[src/rtl/instruction_prefetch_queue_if.sv]
// Fetch-side bundle: redirect input, instruction-memory request/response and
// the decode-side queue handshake. master = prefetch queue, slave = its environment.
interface instruction_prefetch_queue_if #(
  parameter int ADDR_WIDTH = 64,
  parameter int INST_WIDTH = 32
);
  logic                  redirect;
  logic [ADDR_WIDTH-1:0] redirect_pc;
  logic                  imem_req_valid;
  logic [ADDR_WIDTH-1:0] imem_req_addr;
  logic                  imem_req_ready;
  logic                  imem_resp_valid;
  logic [INST_WIDTH-1:0] imem_resp_inst;
  logic                  inst_valid;
  logic [INST_WIDTH-1:0] inst;
  logic [ADDR_WIDTH-1:0] inst_pc;
  logic                  inst_ready;

  modport master (
    input  redirect, redirect_pc,
    output imem_req_valid, imem_req_addr,
    input  imem_req_ready, imem_resp_valid, imem_resp_inst,
    output inst_valid, inst, inst_pc,
    input  inst_ready
  );

  modport slave (
    output redirect, redirect_pc,
    input  imem_req_valid, imem_req_addr,
    output imem_req_ready, imem_resp_valid, imem_resp_inst,
    input  inst_valid, inst, inst_pc,
    output inst_ready
  );
endinterface

[src/rtl/instruction_prefetch_queue.sv]
// Sequential instruction prefetcher: credit-checked requests to a variable-latency
// memory, PC-tagged response FIFO toward decode, redirect flush with stale-response drain.
module instruction_prefetch_queue #(
  parameter int                  ADDR_WIDTH = 64,
  parameter int                  INST_WIDTH = 32,
  parameter int                  DEPTH      = 4,
  parameter logic [ADDR_WIDTH-1:0] RESET_PC = '0
) (
  input logic clk,
  input logic reset,
  instruction_prefetch_queue_if.master bus
);
  localparam int CW = $clog2(DEPTH + 1);
  localparam int PW = $clog2(DEPTH);
  localparam logic [CW-1:0] DEPTH_C = CW'(DEPTH);

  typedef enum logic {FETCH, DRAIN} state_t;

  state_t                state, state_next;
  logic [CW-1:0]         count, count_next;
  logic [CW-1:0]         outstanding, outstanding_next;
  logic [CW-1:0]         stale, stale_next;
  logic [PW-1:0]         rd_ptr, wr_ptr, rd_ptr_next;
  logic [INST_WIDTH-1:0] inst_mem [DEPTH];
  logic [ADDR_WIDTH-1:0] pc_mem   [DEPTH];
  logic [ADDR_WIDTH-1:0] fetch_pc, resp_pc, head_pc, redirect_base;
  logic [INST_WIDTH-1:0] head_inst;
  logic                  req_valid, req_fire, resp_fire, enq, deq;

  assign resp_fire     = bus.imem_resp_valid;
  assign req_fire      = req_valid && bus.imem_req_ready;
  assign redirect_base = {bus.redirect_pc[ADDR_WIDTH-1:2], 2'b00};

  always_ff @(posedge clk or negedge reset) begin
    if (!reset) state <= FETCH;
    else        state <= state_next;
  end

  // At most one of stale/outstanding is nonzero, so a single sum covers both states on redirect.
  always_comb begin
    state_next       = state;
    req_valid        = 1'b0;
    outstanding_next = outstanding;
    stale_next       = stale;
    case (state)
      FETCH: begin
        req_valid        = reset && ((count + outstanding) < DEPTH_C);
        outstanding_next = outstanding + CW'(req_fire) - CW'(resp_fire);
      end
      DRAIN: begin
        if (resp_fire) begin
          stale_next = stale - CW'(1);
          if (stale_next == '0) state_next = FETCH;
        end
      end
      default: state_next = FETCH;
    endcase
    if (bus.redirect) begin
      stale_next       = stale + outstanding + CW'(req_fire) - CW'(resp_fire);
      outstanding_next = '0;
      state_next       = (stale_next != '0) ? DRAIN : FETCH;
    end
  end

  assign enq         = (state == FETCH) && resp_fire && !bus.redirect;
  assign deq         = (count != '0) && bus.inst_ready;
  assign count_next  = count + CW'(enq) - CW'(deq);
  assign rd_ptr_next = rd_ptr + PW'(deq);

  always_ff @(posedge clk) begin
    if (enq) begin
      inst_mem[wr_ptr] <= bus.imem_resp_inst;
      pc_mem[wr_ptr]   <= resp_pc;
    end
  end

  // Head registers hold the last value when the queue drains or is flushed.
  always_ff @(posedge clk or negedge reset) begin
    if (!reset) begin
      fetch_pc    <= RESET_PC;
      resp_pc     <= RESET_PC;
      outstanding <= '0;
      stale       <= '0;
      count       <= '0;
      rd_ptr      <= '0;
      wr_ptr      <= '0;
      head_inst   <= '0;
      head_pc     <= '0;
    end else begin
      outstanding <= outstanding_next;
      stale       <= stale_next;
      if (bus.redirect) begin
        fetch_pc <= redirect_base;
        resp_pc  <= redirect_base;
        count    <= '0;
        rd_ptr   <= '0;
        wr_ptr   <= '0;
      end else begin
        if (req_fire) fetch_pc <= fetch_pc + ADDR_WIDTH'(4);
        if (enq) begin
          resp_pc <= resp_pc + ADDR_WIDTH'(4);
          wr_ptr  <= wr_ptr + PW'(1);
        end
        count  <= count_next;
        rd_ptr <= rd_ptr_next;
        if (count_next != '0) begin
          if (enq && (wr_ptr == rd_ptr_next)) begin
            head_inst <= bus.imem_resp_inst;
            head_pc   <= resp_pc;
          end else begin
            head_inst <= inst_mem[rd_ptr_next];
            head_pc   <= pc_mem[rd_ptr_next];
          end
        end
      end
    end
  end

  assign bus.imem_req_valid = req_valid;
  assign bus.imem_req_addr  = fetch_pc;
  assign bus.inst_valid     = (count != '0);
  assign bus.inst           = head_inst;
  assign bus.inst_pc        = head_pc;
endmodule

[src/flat_wrapper.sv]
// flat-port wrapper written by rule: the top's interface ports become plain ports
module instruction_prefetch_queue_flat 
#(
  parameter int                  ADDR_WIDTH = 64,
  parameter int                  INST_WIDTH = 32,
  parameter int                  DEPTH      = 4,
  parameter logic [ADDR_WIDTH-1:0] RESET_PC = '0
)
  (clk, reset, bus_redirect, bus_redirect_pc, bus_imem_req_valid, bus_imem_req_addr, bus_imem_req_ready, bus_imem_resp_valid, bus_imem_resp_inst, bus_inst_valid, bus_inst, bus_inst_pc, bus_inst_ready);
  instruction_prefetch_queue_if #(.ADDR_WIDTH(ADDR_WIDTH), .INST_WIDTH(INST_WIDTH)) bus_i ();
  input logic clk;
  input logic reset;
  input wire logic [$bits(bus_i.redirect)-1:0] bus_redirect;
  input wire logic [$bits(bus_i.redirect_pc)-1:0] bus_redirect_pc;
  output wire logic [$bits(bus_i.imem_req_valid)-1:0] bus_imem_req_valid;
  output wire logic [$bits(bus_i.imem_req_addr)-1:0] bus_imem_req_addr;
  input wire logic [$bits(bus_i.imem_req_ready)-1:0] bus_imem_req_ready;
  input wire logic [$bits(bus_i.imem_resp_valid)-1:0] bus_imem_resp_valid;
  input wire logic [$bits(bus_i.imem_resp_inst)-1:0] bus_imem_resp_inst;
  output wire logic [$bits(bus_i.inst_valid)-1:0] bus_inst_valid;
  output wire logic [$bits(bus_i.inst)-1:0] bus_inst;
  output wire logic [$bits(bus_i.inst_pc)-1:0] bus_inst_pc;
  input wire logic [$bits(bus_i.inst_ready)-1:0] bus_inst_ready;
  assign bus_i.redirect = bus_redirect;
  assign bus_i.redirect_pc = bus_redirect_pc;
  assign bus_imem_req_valid = bus_i.imem_req_valid;
  assign bus_imem_req_addr = bus_i.imem_req_addr;
  assign bus_i.imem_req_ready = bus_imem_req_ready;
  assign bus_i.imem_resp_valid = bus_imem_resp_valid;
  assign bus_i.imem_resp_inst = bus_imem_resp_inst;
  assign bus_inst_valid = bus_i.inst_valid;
  assign bus_inst = bus_i.inst;
  assign bus_inst_pc = bus_i.inst_pc;
  assign bus_i.inst_ready = bus_inst_ready;
  instruction_prefetch_queue #(.ADDR_WIDTH(ADDR_WIDTH), .INST_WIDTH(INST_WIDTH), .DEPTH(DEPTH), .RESET_PC(RESET_PC)) u_core (.clk(clk), .reset(reset), .bus(bus_i));
endmodule
[config.mk]
export PLATFORM = sky130hd
export DESIGN_NAME = instruction_prefetch_queue_flat
export DESIGN_NICKNAME = d
export VERILOG_FILES = /design/src/rtl/instruction_prefetch_queue_if.sv /design/src/rtl/instruction_prefetch_queue.sv /design/src/flat_wrapper.sv
export SDC_FILE = /design/constraint.sdc
export NUM_CORES = 1
export LEC_CHECK = 0
export ABC_AREA = 0
export CORE_MARGIN = 8
export CORE_UTILIZATION = 30
export CTS_BUF_LIST = sky130_fd_sc_hd__clkbuf_2 sky130_fd_sc_hd__clkbuf_4 sky130_fd_sc_hd__clkbuf_8
export DETAILED_ROUTE_END_ITERATION = 7
export PLACE_DENSITY_LB_ADDON = 0.15
export SLEW_MARGIN = 20
export SYNTH_ARGS = -nofsm -noshare
export SYNTH_HDL_FRONTEND = slang
export SYNTH_SLANG_ARGS = --single-unit
export TNS_END_PERCENT = 10
[constraint.sdc]
create_clock -name clk -period 4.4 [get_ports clk]
set_input_delay 1.1 -clock clk [delete_from_list [all_inputs] [get_ports clk]]
set_output_delay 1.1 -clock clk [all_outputs]
set_load 0.02 [all_outputs]
# Yosys cells after proc, flatten, opt, wreduce, memory -nomap -nowiden
# Memories as Yosys holds them, arrays and structs flattened. A register that Yosys moved wholly into a read port is not among the register bits.
# Index checks and enable logic that the tools add are counted.
# op_classes
add_sub_neg	13
n_mul	0
div_mod_pow	0
magnitude_cmp	1
eq_ne	1
n_shift	0
n_mux	21
bitwise_logic	2
n_reduce_logical	18
# ops
operator	count
64-bit two-way mux	4
64-bit by 3-bit adder with 64-bit output (second input constant)	2
3-bit two-way mux	6
3-bit by 1-bit adder with 3-bit output	3
3-bit nonzero test	3
3-bit by 1-bit subtractor with 3-bit output	3
1-bit two-way mux	8
2-bit nonzero test	4
3-bit adder	2
2-bit two-way mux	3
1-bit logical AND	5
2-bit AND reduction	2
1-bit logical NOT	3
3-bit logical NOT	1
3-bit less-than comparator (second input constant)	1
3-bit by 1-bit subtractor with 3-bit output (second input constant)	1
2-bit by 1-bit adder with 2-bit output	1
2-bit by 1-bit adder with 2-bit output (second input constant)	1
2-bit != test (second input constant)	1
1-bit inverter	2
# totals
reg_bits	142
latch_bits	0
ramBits	384
romBits	0
output_inout_bits	162
mem_count	2
# memory_table
name	words	word_bits	read_ports	rd_ports_with_merged_regs	wr	line	source
u_core.pc_mem	4	64	1	1	1	instruction_prefetch_queue.sv:25	logic [ADDR_WIDTH-1:0] pc_mem [DEPTH];
u_core.inst_mem	4	32	1	1	1	instruction_prefetch_queue.sv:24	logic [INST_WIDTH-1:0] inst_mem [DEPTH];

# Depth between registers and ports, before layout
# depth
word_depth	10
depth_mapped	14

# Worst setup path before layout
# No wires, ideal clock.
# synth_path
kind	input -> register
from	in bus_redirect
to	mem u_core.inst_mem[0][0], enable pin
setup_time_ns	0.464
arrival_ns	4.113
t_required_ns	3.936
setup_slack_ns	-0.177
cell_stages	5
n_path_buf	3
path_cell_list	clkbuf_1 -> inv_1 -> clkbuf_1 -> clkbuf_1 -> and3_1
# synth_via
elab_chain_len	4
# synth_rtl
item	line	source
from (decl)	flat_wrapper.sv:13	input wire logic [$bits(bus_i.redirect)-1:0] bus_redirect;
1-bit logical NOT	instruction_prefetch_queue.sv:65	assign enq = (state == FETCH) && resp_fire && !bus.redirect;
1-bit logical AND	instruction_prefetch_queue.sv:65	
1-bit two-way mux	instruction_prefetch_queue.sv:71	if (enq) begin
1-bit two-way mux (implied by the code)	instruction_prefetch_queue.sv:72	inst_mem[wr_ptr] <= bus.imem_resp_inst;
to (decl)	instruction_prefetch_queue.sv:24	
# Every way passes these cells.

# Worst setup path after layout
# layout_path
from	reg u_core.outstanding[1]
to	out bus_imem_req_valid
# layout_via
elab_chain_len	4
# layout_rtl
item	line	source
from (decl)	instruction_prefetch_queue.sv:21	logic [CW-1:0] outstanding, outstanding_next;
from (signal assigned)	instruction_prefetch_queue.sv:90	outstanding <= outstanding_next;
3-bit adder	instruction_prefetch_queue.sv:47	req_valid = reset && ((count + outstanding) < DEPTH_C);
3-bit less-than comparator	instruction_prefetch_queue.sv:47	
1-bit logical AND	instruction_prefetch_queue.sv:47	
1-bit two-way mux	instruction_prefetch_queue.sv:45	case (state)
to (decl)	flat_wrapper.sv:15	output wire logic [$bits(bus_i.imem_req_valid)-1:0] bus_imem_req_valid;
# Every way passes these cells.

==> flow_metrics.py <==
metrics = {
    "power_and_ir_drop": {
        "total_power_uw": 19300,
        "ir_worst_vdd_v": 0.000378,
        "powerDensity_nw_per_um2": 587,
        "leakage_uw": 0.0118,
    },
    "finish": {
        "area_growth_pct": 24.6,
        "final_nets": 2237,
        "drive_above_1_share_pct": 17.8,
        "post-route-util_pct": 37.8,
    },
    "routing": {
        "vias_per_cell": 5.03,
        "post_drt_wl_per_cell_um": 23.1,
        "antenna_left": 0,
        "drc": 0,
        "dr_total_vias": 16900,
        "drt_iter0_markers": 1081,
        "drtPass1Iterations": 6,
        "routed_wl_um": 77900,
    },
    "worst_setup_path": {
        "crit_type": "flop to output pin",
        "critical_path.slowest_cell": "clkdlybuf4s50_1",
        "start_kind": "flop",
        "critPathRequiredTime_ns": 3.30,
        "crit_family": "buffers and inverters",
        "crit_fanout": 7,
        "crit_path_end_kind": "output pin",
        "r2r_setup_slack_ns": 0.90,
        "cp_cell_sequence": "ha_1 -> a31oi_2 -> xor2_2 -> nor3b_1 -> clkdlybuf4s50_1",
        "reg2regPathDepth": 14,
        "reg2reg_from": "u_core.count[2]",
        "reg2reg_to": "u_core.bus.inst_pc[63]",
        "cp_num_buf_inv": 1,
        "arrival_ns": 3.03,
        "crit_path_max_incr_delay_ns": 0.66,
    },
    "grt": {
        "grt_max_degree": 133,
        "first_global_vias": 17600,
        "grt_usage_pct": 15.6,
        "grt_pass1_wl_um": 116000,
        "antenna_found_initial": 5,
        "grt_overflow": 0,
    },
    "job": {
        "cap_violations": 0,
    },
    "yosys": {
        "synth_most_common_cell": "edfxtp_1",
        "synthTopCellsByCount": "376 x edfxtp_1, 232 x dfrtp_1, 164 x nor2_1, 115 x a21oi_1, 97 x mux2i_1",
        "synth.distinct_cells": 61,
        "yosys_warnings": 0,
        "yosys-top-cells-area": "edfxtp_1 43%, dfrtp_1 22%, mux4_2 8.0%, mux2i_1 3.7%, nor2_1 2.3%",
        "syn_inst": 1814,
        "synth_area_leader_cell": "edfxtp_1",
        "synth_area_per_cell_um2": 14.5,
        "netlist_area_um2": 26400,
        "synth_edf_count": 376,
        "synth_ff_type": "edfxtp_1",
        "async_flop_share_pct": 38.2,
        "yosysTopAreaCellShare_pct": 42.8,
        "ys_seq_area_share_pct": 64.9,
        "ys_seq_elements": 608,
    },
    "placed_design": {
        "place.gp.congestion": 0.816,
        "port_buffers": 257,
        "hpwl_um": 50200,
    },
    "timing": {
        "worst_pin_slew_ns": 1.04,
        "period_needed_ns": 4.13,
        "hold_ws_ns": 0.271,
        "finalSetupViolCount": 0,
        "hold_viol": 0,
        "grt_setup_unrepaired": "no",
        "slew_headroom_pct": 30.8,
        "setup_tns_ns": 0,
        "final.period_utilization_pct": 93.9,
        "slew_violations": 0,
        "max_freq_mhz": 242,
        "fin_skew_ns": 0.0367,
    },
    "cts": {
        "ctsResizeCount": 0,
        "cts_tree": "done",
        "cts_sinks": 608,
        "cts.path.max_buffers": 3,
        "numCtsBuffers": 110,
        "cts_root_buf": "clkbuf_8",
        "htreeDepth": 3,
        "cts_setup_buffers": 0,
        "ctsHoldBuffers": 0,
        "clk_latency_ns": 0.72,
        "clkTransAtPathRegs_ns": 0.06,
    },
    "run_status": {
        "outcome": "completed",
    },
    "floorplan": {
        "core_area_um2": 86900,
        "die_h_um": 312,
        "placementRows": 108,
        "die_area_um2": 97600,
        "io_pins": 264,
        "initial_core_util_pct": 30.3,
        "fp.dieW_um": 312,
    },
    "worst_hold_path": {
        "worstHoldPathType": "input port to asynchronous set/reset pin",
    },
}
routing by layer:
layer	GRT usage, %	up-vias	part of all wire, %
met2	24.0	525	45
met4	4.05	6	1.7
met1	21.0	8679	45
met5	0	-	0.046
met3	5.27	101	8.5
li1	-	7635	-
per-stage QoR:
step                      setup slack (ns)  instances  instance area (µm²)
after global routing                0.0534       3368                32800
after CTS                            0.127       3365                32800
after detailed placement             0.257       3158                30500
after floorplan                     -0.176       1817                26400
after global placement               0.283       3158                30500
final                                0.270       3370                32800
logic make-up after synthesis:
group | Yosys count | share of synthesized area [%]
AO/OA/AOI/OAI | 270 | 6.36
XOR/XNOR | 67 | 2.26
adder cells (fa/ha/maj) | 20 | 1.06
buffers and inverters | 143 | 2.35
flip-flops | 608 | 64.9
multiplexers | 224 | 13.1
other | 1 | 0.0142
AND/OR/NAND/NOR | 481 | 9.96
cell usage in the layout (no fill, tap or decap), types with 45 or more instances in the layout:
master / n
nand4_1: 45
mux4_2: 94
clkbuf_8: 124
edfxtp_1: 376
clkdlybuf4s50_1: 255
dfrtp_1: 232
mux2i_1: 97
nor2_1: 164
a21oi_1: 115
nand2_1: 46
a31oi_1: 52
clkbuf_4: 56
report_power, final:
| group | switching, µW | internal [µW] | leakage, µW |
|---|---|---|---|
| clock | 2410 | 3120 | 0.00124 |
| combinational | 3370 | 3000 | 0.00460 |
| sequential | 541 | 6810 | 0.00600 |
registers in the layout, indices dropped and copies added (netlist names):
signal / count
u_core.bus.inst_pc: 62
u_core.resp_pc: 62
u_core.wr_ptr: 2
u_core.pc_mem: 248
u_core.count: 3
u_core.stale: 3
u_core.state: 1
u_core.outstanding: 3
u_core.rd_ptr: 2
u_core.bus.inst: 32
u_core.bus.imem_req_addr: 62
u_core.inst_mem: 128
worst register-to-register path, cell delays in order, from the launching register on:
cell and delay (ns):
dfrtp_1 0.43, or3_1 0.45, and2_1 0.27, ha_1 0.31
inv_1 0.06, ha_1 0.14, inv_1 0.05, fa_1 0.37
xor2_1 0.16, xnor2_1 0.18, a31oi_4 0.30, buf_12 0.26
buf_12 0.27, nor2_1 0.05, a21oi_1 0.12
layout make-up:
cell class                      instances  area [µm²]
Clock inverter                         27         198
Timing Repair Buffer                  292        3070
Tap cell                             1155        1450
Clock buffer                          180        2130
Inverter                               37         141
Sequential cell                       608       17100
Fill cell                            8256       54100
Antenna cell                            5        12.5
Multi-Input combinational cell       1066        8740
how the worst max path moves through the flow:
stage | end | startpoint | slack (ns) | depth (start not counted)
final | bus_imem_req_valid | u_core.outstanding[1] | 0.27 | 5
after global routing | bus_imem_req_valid | u_core.outstanding[1] | 0.05 | 5
after CTS | bus_imem_req_valid | u_core.outstanding[1] | 0.13 | 5
after detailed placement | u_core.bus.inst[18] | bus_inst_ready | 0.26 | 14
after global placement | u_core.bus.inst[15] | bus_inst_ready | 0.28 | 14
after floorplan | u_core.inst_mem[2][0] | bus_redirect | -0.18 | 5
Note: power is estimated with default switching activity, not from simulation.
